## config.mk

```make
export PLATFORM = sky130hd
export DESIGN_NAME = instr_fetch
export DESIGN_NICKNAME = d
export VERILOG_FILES = /design/src/rtl/riscv_pkg.sv /design/src/rtl/fetch_fifo.sv /design/src/rtl/instr_fetch.sv
export SDC_FILE = /design/constraint.sdc
export NUM_CORES = 1
export LEC_CHECK = 0
export ABC_CLOCK_PERIOD_IN_PS = 10700
export CORE_MARGIN = 4
export CORE_UTILIZATION = 53
export CTS_CLUSTER_SIZE = 8
export DETAILED_ROUTE_END_ITERATION = 6
export PLACE_DENSITY = 0.81
export REMOVE_ABC_BUFFERS = 1
export SYNTH_ARGS = -nofsm -noshare
export SYNTH_HDL_FRONTEND = slang
export SYNTH_HIERARCHICAL = 1
export SYNTH_SLANG_ARGS = --single-unit
```

## constraint.sdc

```tcl
create_clock -name clk -period 10.7 [get_ports clk]
set_clock_uncertainty 0.15 [all_clocks]
set_input_delay 3.21 -clock clk [delete_from_list [all_inputs] [get_ports clk]]
set_output_delay 3.21 -clock clk [all_outputs]
set_load 0.1 [all_outputs]
```

## src/rtl/riscv_pkg.sv

```systemverilog
// Core-wide constants shared by fetch and the core's bubble insertion.
package riscv_pkg;
  localparam int XLEN = 32;
  localparam logic [XLEN-1:0] NOP_INSTR = 32'h0000_0013;

  typedef struct packed {
    logic [XLEN-1:0] pc;
    logic [XLEN-1:0] instr;
  } fetch_entry_t;
endpackage

```

## src/rtl/fetch_fifo.sv

```systemverilog
// Small synchronous FIFO; flush empties it and wins over a same-cycle push.
module fetch_fifo #(
  parameter int W     = 64,
  parameter int DEPTH = 2,
  parameter int CW    = $clog2(DEPTH + 1)
) (
  input  logic          clk,
  input  logic          rst,
  input  logic          push,
  input  logic [W-1:0]  din,
  input  logic          pop,
  input  logic          flush,
  output logic [W-1:0]  dout,
  output logic          full,
  output logic          empty,
  output logic [CW-1:0] count
);
  localparam int PW = (DEPTH > 1) ? $clog2(DEPTH) : 1;

  logic [W-1:0]  mem [DEPTH];
  logic [PW-1:0] rd_ptr, wr_ptr;
  logic          pop_ok;

  function automatic logic [PW-1:0] inc(input logic [PW-1:0] p);
    return (p == PW'(DEPTH - 1)) ? '0 : p + PW'(1);
  endfunction

  assign pop_ok = pop && !empty;
  assign full   = (count == CW'(DEPTH));
  assign empty  = (count == '0);
  assign dout   = mem[rd_ptr];

  always_ff @(posedge clk) begin
    if (rst || flush) begin
      rd_ptr <= '0;
      wr_ptr <= '0;
      count  <= '0;
    end else begin
      if (push)   wr_ptr <= inc(wr_ptr);
      if (pop_ok) rd_ptr <= inc(rd_ptr);
      count <= count + CW'(push) - CW'(pop_ok);
    end
  end

  always_ff @(posedge clk) begin
    if (push && !flush) mem[wr_ptr] <= din;
  end
endmodule

```

## src/rtl/instr_fetch.sv

```systemverilog
// Fetch stage: PC, request throttling against FIFO space, stale-response drop
// after redirect, and NOP insertion when nothing is buffered.
module instr_fetch import riscv_pkg::*; #(
  parameter logic [XLEN-1:0] RESET_PC = 32'h0000_0000,
  parameter int              DEPTH    = 2
) (
  input  logic            clk,
  input  logic            rst,
  output logic            imem_req,
  output logic [XLEN-1:0] imem_addr,
  input  logic            imem_ready,
  input  logic            imem_rvalid,
  input  logic [XLEN-1:0] imem_rdata,
  input  logic            stall,
  input  logic            redirect,
  input  logic [XLEN-1:0] redirect_pc,
  output logic [XLEN-1:0] instr,
  output logic            instr_valid,
  output logic [XLEN-1:0] instr_pc
);
  localparam int CW = $clog2(DEPTH + 1);

  logic [XLEN-1:0] fetch_pc, tail_pc;
  logic [CW-1:0]   outstanding, drop, occ;
  logic            full, empty, pop, push, accept;
  int              inflight;
  fetch_entry_t    head, tail_entry;

  assign pop      = !empty && !stall && !redirect;
  assign inflight = int'(occ) + int'(outstanding) - int'(pop);
  // Buffered plus in-flight never exceeds DEPTH, so every response has a slot.
  assign imem_req = !rst && !redirect && (inflight < DEPTH);
  assign accept   = imem_req && imem_ready;
  assign push     = imem_rvalid && !redirect && (drop == '0);
  assign imem_addr = fetch_pc;

  assign tail_entry = '{pc: tail_pc, instr: imem_rdata};

  fetch_fifo #(
    .W     ($bits(fetch_entry_t)),
    .DEPTH (DEPTH),
    .CW    (CW)
  ) u_fifo (
    .clk   (clk),
    .rst   (rst),
    .push  (push && !full),
    .din   (tail_entry),
    .pop   (pop),
    .flush (redirect),
    .dout  (head),
    .full  (full),
    .empty (empty),
    .count (occ)
  );

  assign instr_valid = !empty;
  assign instr       = empty ? NOP_INSTR : head.instr;
  assign instr_pc    = empty ? '0 : head.pc;

  always_ff @(posedge clk) begin
    if (rst) begin
      fetch_pc    <= RESET_PC;
      tail_pc     <= RESET_PC;
      outstanding <= '0;
      drop        <= '0;
    end else begin
      outstanding <= outstanding + CW'(accept) - CW'(imem_rvalid);
      if (redirect) begin
        fetch_pc <= redirect_pc;
        tail_pc  <= redirect_pc;
        // Everything still in flight belongs to the old stream.
        drop     <= outstanding - CW'(imem_rvalid);
      end else begin
        if (accept) fetch_pc <= fetch_pc + 32'd4;
        if (push)   tail_pc  <= tail_pc + 32'd4;
        if (imem_rvalid && drop != '0) drop <= drop - CW'(1);
      end
    end
  end
endmodule

```

==> results of run 1 <==
==> worst reg2reg max path, delay by kind of cell (launching register included) <==
family	cells	cell delay, ps
AOI/OAI and AO/OA	1	890
xor gates and xnor gates	2	340
adders and majority gates	4	1220
buffers and inverters	1	50
DFF	1	370
and+or+nand+nor	5	1060
==> cell type report <==
type	count	area [um2]	share of cell area, %
sequential	201	5310	44.4
multi-input combinational	457	3670	30.7
timing repair buffer	174	1710	14.3
clock buffer	50	805	6.72
tap	225	282	2.35
inverter	48	180	1.51
clock inverter	1	8.76	0.0732
==> cells in the mapped netlist, types with 6 or more instances <==
library cell and count:
edfxtp_1 128, dfxtp_1 73, nor2b_1 65, mux2_4 60, inv_1 48, a21boi_0 42, a21oi_1 35, xor2_1 34
nand4_1 26, nand2_1 25, nand3_1 23, nor2_1 20, xnor2_1 20, clkbuf_1 19, nor3_1 13, ha_1 11
o21a_1 10, and3_1 7, buf_12 6, mux2_2 6, o31a_1 6
==> sequential cells by signal, indices dropped and copies added, names as in the netlist, named ones only <==
name	count
u_fifo/mem	128
imem_addr	32
tail_pc	32
drop	2
outstanding	2
u_fifo/count	2
u_fifo/rd_ptr	1
u_fifo/wr_ptr	1
==> power by group <==
| group | switching, mW | total (mW) | internal (mW) |
|---|---|---|---|
| Clock | 0.300 | 0.800 | 0.501 |
| Combinational | 0.203 | 0.306 | 0.103 |
| Sequential | 0.0306 | 0.890 | 0.859 |
==> cells in the final DEF, fill, tap and decap left out, types with 3 or more instances in the layout <==
cell / instances
a21oi_1: 35
and4_1: 4
or2_2: 3
o21ai_0: 5
mux2_2: 6
nor2_1: 19
clkdlybuf4s50_1: 164
ha_1: 11
edfxtp_1: 128
mux2_4: 60
nor2b_1: 65
buf_4: 8
inv_1: 48
a211oi_1: 4
nor4_1: 4
nand4_1: 26
clkbuf_1: 21
nor3_1: 13
nor3b_1: 3
xnor2_1: 20
mux2i_1: 3
and3_1: 7
xor2_1: 34
a21boi_0: 42
o31a_1: 6
dfxtp_1: 72
o21a_1: 10
nand3_1: 23
and2_1: 3
nand2_1: 25
clkbuf_16: 29
==> worst max path at each step <==
stage / from / cells past startpoint / to / slack (ps)
after floorplan: stall / 7 / imem_req / 820
after global placement: stall / 9 / imem_req / 1950
after detailed placement: stall / 9 / imem_req / 1800
after CTS: stall / 9 / imem_req / 1790
after global routing: stall / 9 / imem_req / 1560
final: stall / 9 / imem_req / 1830
==> cells by family (layout without fill, tap and decap cells) <==
group	Yosys count	count (layout)
AOI/OAI and AO/OA	109	109
buffers and inverters	82	273
and+or+nand+nor	212	212
DFF	201	201
muxes	69	69
xor gates and xnor gates	55	55
adders and majority gates	12	12
==> through the flow <==
step / cell area (um2) / hold WS, ps
after detailed placement: 11200 / 304
after floorplan: 9140 / 275
after global placement: 11200 / 293
final: 12000 / 307
after CTS: 12000 / 316
after global routing: 12000 / 333
==> metal layers <==
layer  share of wire, %  vias up  global-route usage (%)
li1                   -     3001                       -
met4                2.2        0                    6.22
met1                 43     2968                    24.5
met5                  0        -                       0
met3                5.5       39                    3.53
met2                 49      174                    34.0
==> flow_summary.yaml, run 1 <==
run_status:
  status: "finished, final reports clean"
critical_path:
  cp.required_ps: 7340
  critPathArrivalTime_ps: 5510
  cp_slowest_cell: "clkdlybuf4s50_1"
  path_max_fanout: 2
  cpPeakStageDelay_ps: 400
  r2r_end: "outstanding[1]"
  cpMostUsedCell: "nor3_1"
  rr_worst_depth: 13
  path_cells: "clkdlybuf4s50_1 > nor3_1 > ha_1 > nand2b_1 > fa_1 > xor2_1 > a32oi_1 > nor3_1 > buf_4"
  r2r-start: "u_fifo/count[1]"
  startpoint_type: "input pin"
  critPathBufInv: 2
  critPathCaptureType: "primary output"
  path_class: "in2out"
  r2r_slack_ps: 6480
  critPathTopFamily: "buffers and inverters"
cells_and_area:
  area_growth_pct: 27.6
  fillers: 1256
  diodes: 0
  drive_above_1_share_pct: 13.1
  final_util_pct: 69.2
  nNetsFinal: 993
  stdcell_count: 1156
timing:
  max_freq_mhz: 113
  fin_ws_ps: 1830
  grt_setup_unrepaired: "false"
  fin_crit_ps: 8870
  setup_violations: 0
  finalHoldViolCount: 0
  tns_ps: 0
  slew_viol_final: 0
  tightestPinTransition_ps: 1110
  period_share_pct: 82.9
  slew_headroom_pct: 25.5
logic_synthesis:
  synth_area_leaders: "edfxtp_1 (41%), dfxtp_1 (16%), mux2_4 (9.6%)"
  syn_area_um2: 9380
  ys.flop_type: "edfxtp_1"
  synth_largest_area_cell: "edfxtp_1"
  synth_xor_area_share_pct: 5.28
  synthSimpleGateAreaFrac_pct: 13.6
  ys_seq_area_share_pct: 56.6
  ys_warn_count: 6
  synth_top_family_by_area: "simple AND/OR/NAND/NOR gates"
  synthDistinctLibCells: 51
  synth_cells: 740
  synth_compound_area_share_pct: 7.83
  synth_mux_area_share_pct: 10.6
  yosys.area.top_type_share_pct: 41.0
  ys_seq_elements: 201
  avgSynthCellArea_um2: 12.7
  synthArstFlopShare_pct: 0
  synth-adder-area-share_pct: 1.68
  synth_enable_flop_cells: 128
routing:
  num_vias: 6182
  post-route-drc-count: 0
  routed_wl_um: 19500
  wl_per_cell_um: 16.9
  dr.first_iter.drc_count: 247
  vias_per_cell: 5.35
  firstDrtPassIters: 4
  drt.antenna.violating_nets: 0
clock_tree:
  cts_root_buffer: "clkbuf_16"
  clk_latency_ps: 510
  clkSlewWorstSetupHoldPaths_ps: 50
  ctsHoldBuffers: 0
  clock-sinks: 201
  ctsHtreeMaxLevel: 1
  ctsResizeCount: 0
  tritoncts: "yes"
  cts_max_path_buffers: 3
  cts-buffers-inserted: 29
  cts_setup_buffers: 0
global_routing:
  grt_max_degree: 65
  first_global_vias: 6278
  grt_usage_pct: 19.4
  grt_overflow_total: 0
  grt_antenna_before_repair: 0
  grt_pass1_wl_um: 31800
place:
  io_buffers: 167
  post-place-ws_ps: 1800
  placed_cells: 1105
  gp_congestion: 0.845
  dpl.hpwl_um: 13000
job:
  maxCapViolCount: 0
pwr:
  p_total_mw: 2.00
  cellPowerDensity_nw_per_um2: 167
  leakage_nw: 4.24
  peakVddDrop_uv: 109
floorplanning:
  core_area_um2: 17300
  die_h_um: 141
  ioPinCount: 168
  fp.dieArea_um2: 19900
  initial_utilization_pct: 54.2
  row_count: 48
  die-width_um: 141
min_path:
  holdCritPathClass: "reg2reg"
  whs_path_depth: 0
  hp-start: "tail_pc[0]"
  min_to: "u_fifo/mem[1][32]"
(Power assumes the default switching activity.)
==> run 2, diff against run 1 <==
ABC_CLOCK_PERIOD_IN_PS = 8450   (was 10700)
clock period = 8.45 ns   (was 10.7 ns; I/O delays follow)
==> flow_summary.yaml, run 2 (synthesized netlist as in run 1, its figures left out) <==
run_status:
  status: "finished, final reports clean"
global_routing:
  grt_usage_pct: 19.7
  grt_pass1_wl_um: 32100
  grt_antenna_before_repair: 0
  grt_overflow_total: 0
  first_global_vias: 6297
  grt_max_degree: 66
timing:
  max_freq_mhz: 134
  tightestPinTransition_ps: 1100
  fin_crit_ps: 7490
  period_share_pct: 88.6
  slew_viol_final: 0
  fin_ws_ps: 964
  slew_headroom_pct: 26.6
  finalHoldViolCount: 0
  setup_violations: 0
  grt_setup_unrepaired: "false"
  tns_ps: 0
clock_tree:
  cts_max_path_buffers: 3
  ctsHoldBuffers: 0
  clk_latency_ps: 520
  ctsHtreeMaxLevel: 1
  clock-sinks: 201
  tritoncts: "yes"
  ctsResizeCount: 0
  cts_root_buffer: "clkbuf_16"
  cts_setup_buffers: 0
  clkSlewWorstSetupHoldPaths_ps: 50
  cts-buffers-inserted: 29
routing:
  num_vias: 6104
  firstDrtPassIters: 4
  post-route-drc-count: 0
  drt.antenna.violating_nets: 0
  dr.first_iter.drc_count: 229
  vias_per_cell: 5.27
  wl_per_cell_um: 17.0
  routed_wl_um: 19700
critical_path:
  path_max_fanout: 2
  crit_path_start: "stall"
  path_class: "in2out"
  critPathCaptureType: "primary output"
  r2r_end: "outstanding[0]"
  cpMostUsedCell: "nor3_1"
  r2r_slack_ps: 4430
  rr_worst_depth: 12
  critPathArrivalTime_ps: 4800
  cp_slowest_cell: "clkdlybuf4s50_1"
  worstSetupEndpoint: "imem_req"
  startpoint_type: "input pin"
  cpPeakStageDelay_ps: 390
  r2r-start: "u_fifo/count[1]"
  cp.required_ps: 5770
  path_cells: "clkdlybuf4s50_1 > nor3_1 > ha_1 > nand2b_1 > fa_1 > xor2_1 > a32oi_1 > nor3_1 > buf_4"
pwr:
  pwr-share-seq_pct: 44.3
  swShare_pct: 26.9
  clkPwrFrac_pct: 40.4
  leakage_nw: 4.24
  cellPowerDensity_nw_per_um2: 212
  combPwrFrac_pct: 15.3
  p_int_mw: 1.86
  peakVddDrop_uv: 197
  p_sw_uw: 684
cells_and_area:
  largest_register_ffs: 128
  nNetsFinal: 993
  area_growth_pct: 27.7
  seqCellArea_um2: 5310
  largest_register: "u_fifo/mem"
  final_common_cell: "clkdlybuf4s50_1"
  final_util_pct: 69.3
  stdcell_count: 1158
  drive_above_1_share_pct: 13.2
  multi_input_area_um2: 3670
  fillers: 1280
  diodes: 0
  layout_common_cells: "clkdlybuf4s50_1 (164), edfxtp_1 (128), dfxtp_1 (72)"
place:
  post-place-ws_ps: 943
  gp_congestion: 0.816
  io_buffers: 167
  placed_cells: 1105
  dpl.hpwl_um: 13100
floorplanning:
  fp.dieArea_um2: 19900
  initial_utilization_pct: 54.2
  die_h_um: 141
  die-width_um: 141
  ioPinCount: 168
  core_area_um2: 17300
  row_count: 48
job:
  maxCapViolCount: 0
min_path:
  holdCritPathClass: "reg2reg"
==> run 2: changes by cell type in the layout (fill, tap and decap cells not counted), sizes merged <==
| cell | before | now |
|---|---|---|
| inv | 48 | 49 |
| clkbuf | 50 | 51 |
==> run 2: final cells by class <==
| cell class | count | area share, % |
|---|---|---|
| timing repair buffer | 174 | 14.3 |
| inverter | 48 | 1.50 |
| clock inverter | 2 | 0.146 |
| tap | 225 | 2.35 |
| multi-input combinational | 457 | 30.6 |
| clock buffer | 51 | 6.75 |
| sequential | 201 | 44.3 |
==> run 2: routing by layer <==
layer  wire [um]  vias up  track usage (%)
met4         389        0             5.56
met2        9820      177             34.9
met3         978       25             3.05
met1        8530     2895             25.2
met5           0        -                0
li1            -     3007                -
==> run 2: how the worst min path moves through the flow <==
stage | from | endpoint | slack (ps) | cells after the start
global placement | tail_pc[1] | u_fifo/mem[1][33] | 290 | 0
global route | tail_pc[1] | u_fifo/mem[1][33] | 340 | 0
finish | tail_pc[0] | u_fifo/mem[1][32] | 310 | 0
CTS | imem_addr[1] | imem_addr[1] | 310 | 2
floorplan | tail_pc[0] | u_fifo/mem[0][32] | 280 | 0
detailed placement | imem_addr[1] | imem_addr[1] | 300 | 2
==> run 2: critical path: cells and delay by family <==
family	cells	cell delay, ps
simple gates	3	600
compound gates	1	90
xor+xnor	1	180
fa+ha+maj	2	680
buf+inv	2	710
==> run 2: through the flow <==
stage	cell area [um2]	total power, mW	hold WS (ps)
final	12000	2.54	311
after global routing	12000	2.64	340
after CTS	12000	2.56	311
after detailed placement	11200	1.53	301
after global placement	11200	1.52	293
after floorplan	9140	1.41	275
==> run 2: power by group through the flow <==
stage	sequential [mW]	combinational (mW)	clock [mW]
final	1.13	0.388	1.03
after global routing	1.13	0.414	1.10
after CTS	1.13	0.390	1.05
after detailed placement	1.14	0.388	0
after global placement	1.14	0.381	0
after floorplan	1.22	0.192	0
